**src/rtl/oled_bus_pkg.sv**
```systemverilog
// oled_bus_pkg: shared state encodings, pin encodings and timing defaults for the OLED bus engine
package oled_bus_pkg;
    typedef enum logic [1:0] {IDLE, CMD, POLL} mode_t;
    typedef enum logic [1:0] {PH_IDLE, PH_SETUP, PH_PULSE, PH_HOLD} phase_t;
    localparam int DEF_BUS_WIDTH = 8;
    localparam int DEF_SETUP_CYCLES = 1;
    localparam int DEF_PULSE_CYCLES = 1;
    localparam int DEF_HOLD_CYCLES = 1;
    localparam int DEF_BUSY_TIMEOUT = 4096;
    localparam logic RS_INSTR = 1'b0;
    localparam logic RW_WRITE = 1'b0;
    localparam logic RW_READ = 1'b1;
    // DB7 sits in the top bit of whatever slice of the bus is wired
    function automatic int busy_idx(input int bus_width);
        return bus_width - 1;
    endfunction
    function automatic int max3(input int a, input int b, input int c);
        return (a > b ? (a > c ? a : c) : (b > c ? b : c));
    endfunction
endpackage

```
**src/rtl/oled_bus_if.sv**
```systemverilog
// oled_bus_if: command/response handshake between a sequencer and the bus engine
interface oled_bus_if;
    logic       cmd_valid;
    logic       cmd_ready;
    logic       cmd_rs;
    logic       cmd_rw;
    logic [7:0] cmd_data;
    logic       cmd_wait_busy;
    logic       rsp_valid;
    logic [7:0] rsp_data;
    logic       busy_timeout;
    modport master (
        output cmd_valid, cmd_rs, cmd_rw, cmd_data, cmd_wait_busy,
        input  cmd_ready, rsp_valid, rsp_data, busy_timeout
    );
    modport slave (
        input  cmd_valid, cmd_rs, cmd_rw, cmd_data, cmd_wait_busy,
        output cmd_ready, rsp_valid, rsp_data, busy_timeout
    );
endinterface

```
**src/rtl/oled_bus_strobe.sv**
```systemverilog
// oled_bus_strobe: runs one setup/pulse/hold bus transfer and drives the pins
module oled_bus_strobe
    import oled_bus_pkg::*;
#(
    parameter int BUS_WIDTH    = DEF_BUS_WIDTH,
    parameter int SETUP_CYCLES = DEF_SETUP_CYCLES,
    parameter int PULSE_CYCLES = DEF_PULSE_CYCLES,
    parameter int HOLD_CYCLES  = DEF_HOLD_CYCLES
) (
    input  logic                 clk,
    input  logic                 reset,
    input  logic                 start,
    input  logic                 rs,
    input  logic                 rw,
    input  logic [BUS_WIDTH-1:0] data,
    output logic                 rs_pin,
    output logic                 read_pin,
    output logic                 enable_pin,
    output logic [BUS_WIDTH-1:0] db_out,
    output logic                 db_oe,
    output logic                 sample,
    output logic                 done
);
    localparam int CW = $clog2(max3(SETUP_CYCLES, PULSE_CYCLES, HOLD_CYCLES) + 1);
    phase_t phase, nxt;
    logic [CW-1:0] cnt;
    logic last;
    // end of the current phase and the phase that follows it; start wins so transfers chain back to back
    always_comb begin
        last = phase == PH_IDLE || cnt == (phase == PH_SETUP ? CW'(SETUP_CYCLES - 1) :
                                           phase == PH_PULSE ? CW'(PULSE_CYCLES - 1) : CW'(HOLD_CYCLES - 1));
        nxt = start ? PH_SETUP : !last ? phase :
              phase == PH_SETUP ? PH_PULSE : phase == PH_PULSE ? PH_HOLD : PH_IDLE;
    end
    // phase register and pin latches; reset parks in the setup of a busy poll
    always_ff @(posedge clk) begin
        if (!reset) begin
            phase    <= PH_SETUP;
            cnt      <= '0;
            rs_pin   <= RS_INSTR;
            read_pin <= RW_READ;
            db_out   <= '0;
        end else begin
            phase <= nxt;
            cnt   <= (start || last) ? '0 : cnt + 1'b1;
            if (start) begin
                rs_pin   <= rs;
                read_pin <= rw;
                db_out   <= data;
            end
        end
    end
    assign enable_pin = phase == PH_PULSE;
    assign db_oe      = read_pin == RW_WRITE;
    assign sample     = phase == PH_PULSE && last;
    assign done       = phase == PH_HOLD && last;
endmodule

```
**src/rtl/oled_bus.sv**
```systemverilog
// oled_bus: HD44780/WS0010 parallel bus engine with 8/4-bit modes, read-back and busy polling
module oled_bus
    import oled_bus_pkg::*;
#(
    parameter int BUS_WIDTH    = DEF_BUS_WIDTH,
    parameter int SETUP_CYCLES = DEF_SETUP_CYCLES,
    parameter int PULSE_CYCLES = DEF_PULSE_CYCLES,
    parameter int HOLD_CYCLES  = DEF_HOLD_CYCLES,
    parameter int BUSY_TIMEOUT = DEF_BUSY_TIMEOUT
) (
    input  logic                 clk,
    input  logic                 reset,
    oled_bus_if.slave            bus,
    output logic                 rs_pin,
    output logic                 read_pin,
    output logic                 enable_pin,
    output logic [BUS_WIDTH-1:0] db_out,
    output logic                 db_oe,
    input  logic [BUS_WIDTH-1:0] db_in
);
    localparam int PW = $clog2(BUSY_TIMEOUT + 1);
    localparam bit NIB = BUS_WIDTH == 4;
    mode_t state, nxt;
    logic c_rs, c_rw, c_wait, nib, busy, start, st_rs, st_rw, sample, done, last_nib, timeout, rd_done;
    logic [7:0] c_data, rd_sh;
    logic [BUS_WIDTH-1:0] st_data;
    logic [PW-1:0] poll_cnt;

    assign last_nib      = !NIB || nib;
    assign rd_done       = done && last_nib && state == CMD && c_rw;
    assign bus.cmd_ready = state == IDLE;

    // sequencing: accept, second nibble, optional busy poll, retry or timeout
    always_comb begin
        nxt     = state;
        start   = 1'b0;
        st_rs   = c_rs;
        st_rw   = c_rw;
        st_data = c_data[BUS_WIDTH-1:0];
        timeout = 1'b0;
        if (state == IDLE && bus.cmd_valid) begin
            nxt     = CMD;
            start   = 1'b1;
            st_rs   = bus.cmd_rs;
            st_rw   = bus.cmd_rw;
            st_data = bus.cmd_data[7 -: BUS_WIDTH];
        end else if (done && !last_nib) begin
            start = 1'b1;
        end else if (done && state == CMD && c_wait) begin
            nxt     = POLL;
            start   = 1'b1;
            st_rs   = RS_INSTR;
            st_rw   = RW_READ;
            st_data = '0;
        end else if (done && state == CMD) begin
            nxt = IDLE;
        end else if (done && busy && poll_cnt != PW'(BUSY_TIMEOUT - 1)) begin
            start = 1'b1;
        end else if (done) begin
            nxt     = IDLE;
            timeout = busy;
        end
    end

    // mode register; reset forces a busy poll before the first command
    always_ff @(posedge clk) begin
        if (!reset) state <= POLL;
        else state <= nxt;
    end

    // command capture, nibble index, read assembly, poll count and sticky timeout
    always_ff @(posedge clk) begin
        if (!reset) begin
            c_rs             <= RS_INSTR;
            c_rw             <= RW_READ;
            c_data           <= '0;
            c_wait           <= 1'b0;
            nib              <= 1'b0;
            busy             <= 1'b0;
            poll_cnt         <= '0;
            rd_sh            <= '0;
            bus.rsp_valid    <= 1'b0;
            bus.rsp_data     <= '0;
            bus.busy_timeout <= 1'b0;
        end else begin
            if (state == IDLE && bus.cmd_valid) begin
                c_rs   <= bus.cmd_rs;
                c_rw   <= bus.cmd_rw;
                c_data <= bus.cmd_data;
                c_wait <= bus.cmd_wait_busy;
            end else if (state == CMD && nxt == POLL) begin
                c_rs   <= RS_INSTR;
                c_rw   <= RW_READ;
                c_data <= '0;
            end
            if (done) nib <= NIB && !nib;
            if (sample) rd_sh <= 8'({rd_sh, db_in});
            if (sample && state == POLL && !nib) busy <= db_in[busy_idx(BUS_WIDTH)];
            poll_cnt <= state != POLL ? '0 : (done && last_nib && busy) ? poll_cnt + 1'b1 : poll_cnt;
            bus.rsp_valid <= rd_done;
            if (rd_done) bus.rsp_data <= rd_sh;
            if (timeout) bus.busy_timeout <= 1'b1;
        end
    end

    oled_bus_strobe #(
        .BUS_WIDTH(BUS_WIDTH), .SETUP_CYCLES(SETUP_CYCLES),
        .PULSE_CYCLES(PULSE_CYCLES), .HOLD_CYCLES(HOLD_CYCLES)
    ) u_strobe (
        .clk(clk), .reset(reset), .start(start), .rs(st_rs), .rw(st_rw), .data(st_data),
        .rs_pin(rs_pin), .read_pin(read_pin), .enable_pin(enable_pin),
        .db_out(db_out), .db_oe(db_oe), .sample(sample), .done(done)
    );
endmodule

```
**src/flat_wrapper.sv**
```systemverilog
// flat-port wrapper written by rule: the top's interface ports become plain ports
module oled_bus_flat import oled_bus_pkg::*;
#(
    parameter int BUS_WIDTH    = DEF_BUS_WIDTH,
    parameter int SETUP_CYCLES = DEF_SETUP_CYCLES,
    parameter int PULSE_CYCLES = DEF_PULSE_CYCLES,
    parameter int HOLD_CYCLES  = DEF_HOLD_CYCLES,
    parameter int BUSY_TIMEOUT = DEF_BUSY_TIMEOUT
)
  (clk, reset, rs_pin, read_pin, enable_pin, db_out, db_oe, db_in, bus_cmd_valid, bus_cmd_rs, bus_cmd_rw, bus_cmd_data, bus_cmd_wait_busy, bus_cmd_ready, bus_rsp_valid, bus_rsp_data, bus_busy_timeout);
  oled_bus_if bus_i ();
  input  logic clk;
  input  logic reset;
  output logic rs_pin;
  output logic read_pin;
  output logic enable_pin;
  output logic [BUS_WIDTH-1:0] db_out;
  output logic db_oe;
  input  logic [BUS_WIDTH-1:0] db_in;
  input wire logic [$bits(bus_i.cmd_valid)-1:0] bus_cmd_valid;
  input wire logic [$bits(bus_i.cmd_rs)-1:0] bus_cmd_rs;
  input wire logic [$bits(bus_i.cmd_rw)-1:0] bus_cmd_rw;
  input wire logic [$bits(bus_i.cmd_data)-1:0] bus_cmd_data;
  input wire logic [$bits(bus_i.cmd_wait_busy)-1:0] bus_cmd_wait_busy;
  output wire logic [$bits(bus_i.cmd_ready)-1:0] bus_cmd_ready;
  output wire logic [$bits(bus_i.rsp_valid)-1:0] bus_rsp_valid;
  output wire logic [$bits(bus_i.rsp_data)-1:0] bus_rsp_data;
  output wire logic [$bits(bus_i.busy_timeout)-1:0] bus_busy_timeout;
  assign bus_i.cmd_valid = bus_cmd_valid;
  assign bus_i.cmd_rs = bus_cmd_rs;
  assign bus_i.cmd_rw = bus_cmd_rw;
  assign bus_i.cmd_data = bus_cmd_data;
  assign bus_i.cmd_wait_busy = bus_cmd_wait_busy;
  assign bus_cmd_ready = bus_i.cmd_ready;
  assign bus_rsp_valid = bus_i.rsp_valid;
  assign bus_rsp_data = bus_i.rsp_data;
  assign bus_busy_timeout = bus_i.busy_timeout;
  oled_bus #(.BUS_WIDTH(BUS_WIDTH), .SETUP_CYCLES(SETUP_CYCLES), .PULSE_CYCLES(PULSE_CYCLES), .HOLD_CYCLES(HOLD_CYCLES), .BUSY_TIMEOUT(BUSY_TIMEOUT)) u_core (.clk(clk), .reset(reset), .bus(bus_i), .rs_pin(rs_pin), .read_pin(read_pin), .enable_pin(enable_pin), .db_out(db_out), .db_oe(db_oe), .db_in(db_in));
endmodule
```
**config.mk**
```make
export PLATFORM = sky130hd
export DESIGN_NAME = oled_bus_flat
export DESIGN_NICKNAME = d
export VERILOG_FILES = /design/src/rtl/oled_bus_pkg.sv /design/src/rtl/oled_bus_if.sv /design/src/rtl/oled_bus_strobe.sv /design/src/rtl/oled_bus.sv /design/src/flat_wrapper.sv
export SDC_FILE = /design/constraint.sdc
export NUM_CORES = 1
export LEC_CHECK = 0
export ABC_AREA = 1
export ABC_CLOCK_PERIOD_IN_PS = 2000
export BUFFER_PORTS_ARGS = -buffer_cell sky130_fd_sc_hd__buf_2
export CAP_MARGIN = 20
export CORE_MARGIN = 3
export CORE_UTILIZATION = 55
export DETAILED_ROUTE_END_ITERATION = 10
export GPL_TIMING_DRIVEN = 0
export PLACE_DENSITY_LB_ADDON = 0.1
export SLEW_MARGIN = 20
export SYNTH_ARGS = -nofsm -noshare
export SYNTH_HDL_FRONTEND = slang
export SYNTH_SLANG_ARGS = --single-unit
```
**constraint.sdc**
```tcl
create_clock -name clk -period 2 [get_ports clk]
set_input_delay 0.2 -clock clk [delete_from_list [all_inputs] [get_ports clk]]
set_output_delay 0.2 -clock clk [all_outputs]
set_load 0.02 [all_outputs]
```
### Word level (Yosys, flattened, before mapping)

Cells that the tools add are included.
Widths: inputs -> output; s select.

* bits in registers: 58
* input port bits: 22
* logic and storage cells: 75

* add/subtract/negate cells: 2
* equality and inequality tests: 8
* mux-type cells: 28
* bitwise operators: 3
* reduce and logical (&&, ||, !) cells: 18

Operator list (count)
* $mux 8: 4
* $mux 1: 17
* $mux 2: 7
* $add 13x1->13 const B: 1
* $ne 13x12->1 const B: 1
* $logic_and 1x1->1: 10
* $eq 2x2->1 const B: 4
* $reduce_or 2->1: 3
* $eq 2x1->1 const B: 2
* $logic_not 2->1: 2
* $not 1->1: 3
* $logic_or 1x1->1: 2
* $ne 2x2->1 const B: 1
* $reduce_bool 2->1: 1
* $add 1x1->1 const B: 1

### Depth between registers and ports, before layout

* word-level depth: 13
* depth in mapped cells: 11

### Cells and area by module

Synthesis repeated with hierarchy kept, for this count alone.

* cells, all modules: 328
* area total of the unflattened synthesis: 2538.7 µm²

By module, submodules not included
* oled_bus: instances 1, cells an instance 262, area each 2023.2 µm²
* oled_bus_strobe: instances 1, cells an instance 66, area each 515.5 µm²

### Worst setup path after synthesis

Ideal clock, no wire load.

* path kind: reg-to-reg
* start: register u_core.u_strobe.phase[1]
* end: register u_core.u_strobe.phase[0]
* data arrival time: 1.328 ns
* required time: 1.880 ns
* slack: 0.552 ns
* stages on the path, launching flop included: 9
* clock period less this slack: 1.448 ns
* path through: dfxtp_1 -> inv_1 -> ha_1 -> inv_1 -> nand2_2 -> nand2_1 -> clkbuf_1 -> o21ai_0 -> or2_1

* cells in the longest elaborated chain, start to end: 10
* elaborated cells between the ends (all ways): 17
* classes of those cells: 3 x eq/ne; 6 x mux; 8 x reduce/logical

Ends and longest elaborated chain
* start, declared: line oled_bus_strobe.sv:25 `phase_t phase, nxt;`
* start signal, assigned: line oled_bus_strobe.sv:44 `phase <= nxt;`
* $logic_not 2->1: line oled_bus_strobe.sv:30 `last = phase == PH_IDLE || cnt == (phase == PH_SETUP ? CW'(SETUP_CYCLES - 1) :`
* $logic_or 1x1->1: line oled_bus_strobe.sv:30
* $logic_and 1x1->1: line oled_bus_strobe.sv:56 `assign done = phase == PH_HOLD && last;`
* $logic_and 1x1->1 (2 in series): line oled_bus.sv:57 `end else if (done && busy && poll_cnt != PW'(BUSY_TIMEOUT - 1)) begin`
* $mux 1: line oled_bus.sv:57
* $mux 1: line oled_bus.sv:55 `end else if (done && state == CMD) begin`
* $mux 1: line oled_bus.sv:49 `end else if (done && state == CMD && c_wait) begin`
* $mux 1: line oled_bus.sv:41 `if (state == IDLE && bus.cmd_valid) begin`
* $reduce_or 2->1 (no source line)

Parallel ways exist; a longest one is shown, timed or not.
A chain may end at the register's enable or synchronous reset.

### Worst setup path after layout

Ends and elaborated chain as after synthesis.

==> results.json <==
{
  "clkPwrFrac_pct": 38.1,
  "critPathKind": "reg -> reg",
  "run_status": "finished clean",
  "cts_setup_buffers": 0,
  "period_minus_slack_ns": 1.77,
  "antenna_left": 0,
  "slew_headroom_pct": 65.9,
  "min_from": "db_in[5]",
  "coreArea_um2": 4820,
  "wl_per_cell_um": 11.6,
  "synthDistinctLibCells": 32,
  "track_usage_pct": 21.1,
  "highest_layer": "met4",
  "fin_skew_ns": 0.00756,
  "async_flop_share_pct": 0,
  "place_area_um2": 3090,
  "vias": 2457,
  "fin_util_pct": 67.7,
  "powerDensity_nw_per_um2": 762,
  "wl_met2_um": 2560,
  "root_buffer": "clkbuf_8",
  "syn_avg_cell_area_um2": 7.31,
  "fp.dieW_um": 77.2,
  "htreeDepth": 3,
  "p_comb_share_pct": 12.4,
  "dp_worst_setup_slack_ns": 0.277,
  "yosys.area.top_type": "dfxtp_1",
  "pwr-share-seq_pct": 49.5,
  "boundaryPins": 45,
  "cts_tree": "built",
  "drt-met1-wl_um": 3000,
  "cp_max_fo": 10,
  "drc": 0,
  "cp-end-kind": "flip-flop",
  "cp.required_ns": 2.22,
  "clkSinkCount": 58,
  "grt_max_degree": 11,
  "netlist_top_cells_count": "nand2_1, nor2_1, dfxtp_1",
  "fin_area_um2": 3260,
  "dominantRegCellSynth": "dfxtp_1",
  "initial_core_util_pct": 57.8,
  "fmax_mhz": 566,
  "finalSetupTns_ns": 0,
  "clockBufferDepth": 2,
  "numPortBuffers": 44,
  "drv_slew": 0,
  "holdPathEnd": "u_core.rd_sh[5]",
  "setup_viol": 0,
  "synth.most_common_cell": "nand2_1",
  "worstPathArrival_ns": 1.98,
  "route.met3.wl_um": 275,
  "grt_pass1_wl_um": 10100,
  "syn_nets": 407,
  "drt-vias-per-instance": 4.85,
  "syn-instance-count": 381,
  "dr.pass1.iters": 4,
  "synth-seq-cells": 58,
  "worst-r2r-setup-slack_ns": 0.23,
  "hold_depth": 3,
  "gp_congestion": 0.855,
  "r2r_end": "u_core.u_strobe.phase[0]",
  "path_clk_slew_ns": 0.07,
  "drtIter0Drc": 115,
  "synthTopCellsByArea": "dfxtp_1, nand2_1, nor2_1, a21oi_1, inv_1",
  "num_antenna_cells": 0,
  "hold_class": "in -> reg",
  "drive_gt1_share_pct": 22.5,
  "synth_warnings": 0,
  "clock_latency_ns": 0.33,
  "grt_pass1_vias": 2214,
  "finalWirelength_um": 5880,
  "synthesis.area_um2": 2790,
  "antenna_found_initial": 0,
  "rsz0062_at_grt": "false",
  "drv_cap": 0,
  "internal-power_uw": 1830,
  "worst_slew_pin_slew_ns": 0.511,
  "synth.top_cell.area_share_pct": 41.7,
  "vdd_ir_drop_max_mv": 0.553,
  "reg2reg_depth": 8,
  "die_area_um2": 5950,
  "switchingPower_uw": 659,
  "r2r_start": "u_core.u_strobe.phase[1]",
  "nets": 462,
  "ctsResizeCount": 0,
  "p_leak_uw": 0.00152,
  "fin_crit_sh_pct": 88.4,
  "holdWs_ns": 0.125,
  "synth-edff-count": 0,
  "rows": 25,
  "swShare_pct": 26.5,
  "cts_buffers": 9,
  "hold_viol_final": 0,
  "yosysSeqAreaShare_pct": 41.7,
  "dieHeight_um": 77.2,
  "grt.overflow.total": 0,
  "hpwl_um": 4290,
  "worst_slack_ns": 0.232,
  "syn2layout_area_growth_pct": 17.0,
  "worst_setup_path_start_kind": "flip-flop",
  "hold_buffers": 0
}
## routing by layer
layer,vias to the layer above,GRT usage (%)
met4,0,9.07
met1,1096,30.1
li1,1304,-
met5,-,0
met3,2,4.11
met2,55,30.8
## power by group through the flow
stage | logic, uW | clock network, uW | registers, uW
5_1_grt | 345 | 1030 | 1230
2_1_floorplan | 206 | 0 | 1270
4_1_cts | 309 | 971 | 1230
6_report | 308 | 947 | 1230
3_5_place_dp | 307 | 0 | 1250
3_3_place_gp | 301 | 0 | 1250
## sequential cells by signal, indices dropped and copies added, names as in the netlist, 2 cells and up
name / cells
u_core.poll_cnt: 13
u_core.rd_sh: 8
u_core.state: 2
u_core.c_data: 8
u_core.bus.rsp_data: 8
u_core.u_strobe.db_out: 8
u_core.u_strobe.phase: 2
## placed cells by master (no fill, tap or decap), drive strengths merged
cell type	count
or2	2
ha	4
o21ai	22
nand4	6
conb	1
buf	55
nand3	23
dfxtp	58
a21oi	35
xor2	1
clkbuf	15
nor2	77
nand2	91
clkinv	4
inv	41
nor3	2
xnor2	3
## final cells by class
cell class / instances / area [um^2]
fill: 470 / 1560
sequential: 58 / 1160
timing repair buffer: 44 / 220
buffer: 14 / 125
clock buffer: 12 / 155
multi-input combinational: 267 / 1340
clock inverter: 3 / 15.0
tap: 67 / 83.8
inverter: 42 / 160
## kinds of logic after synthesis
logic type / share of synthesized area (%)
simple gates: 34.5
flops: 41.7
compound gates: 10.4
buf+inv: 10.2
xor+xnor: 1.26
fa+ha+maj: 1.80
other cells: 0.135
## worst max-delay path by stage
stage / startpoint / end / cells past startpoint
3_5_place_dp: u_core.u_strobe.phase[1] / u_core.u_strobe.phase[0] / 8
2_1_floorplan: u_core.u_strobe.phase[1] / u_core.u_strobe.phase[0] / 8
4_1_cts: u_core.u_strobe.phase[1] / u_core.u_strobe.phase[0] / 8
3_3_place_gp: u_core.u_strobe.phase[1] / u_core.u_strobe.phase[0] / 8
5_1_grt: u_core.u_strobe.phase[1] / u_core.u_strobe.phase[0] / 8
6_report: u_core.u_strobe.phase[1] / u_core.u_strobe.phase[0] / 8
## per-stage QoR
step                std cells  power, uW
floorplan                 381       1470
global placement          492       1550
detailed placement        492       1560
CTS                       507       2510
global route              507       2610
finish                    507       2480
## worst max-delay path: stages (launching register included)
cell and delay, ns:
dfxtp_1 0.38, inv_1 0.06, ha_1 0.17, inv_1 0.07
nand2_2 0.11, nand2_1 0.14, clkbuf_1 0.35, o21ai_0 0.15
or2_1 0.24
No activity file was read; power rests on OpenSTA's default activity.
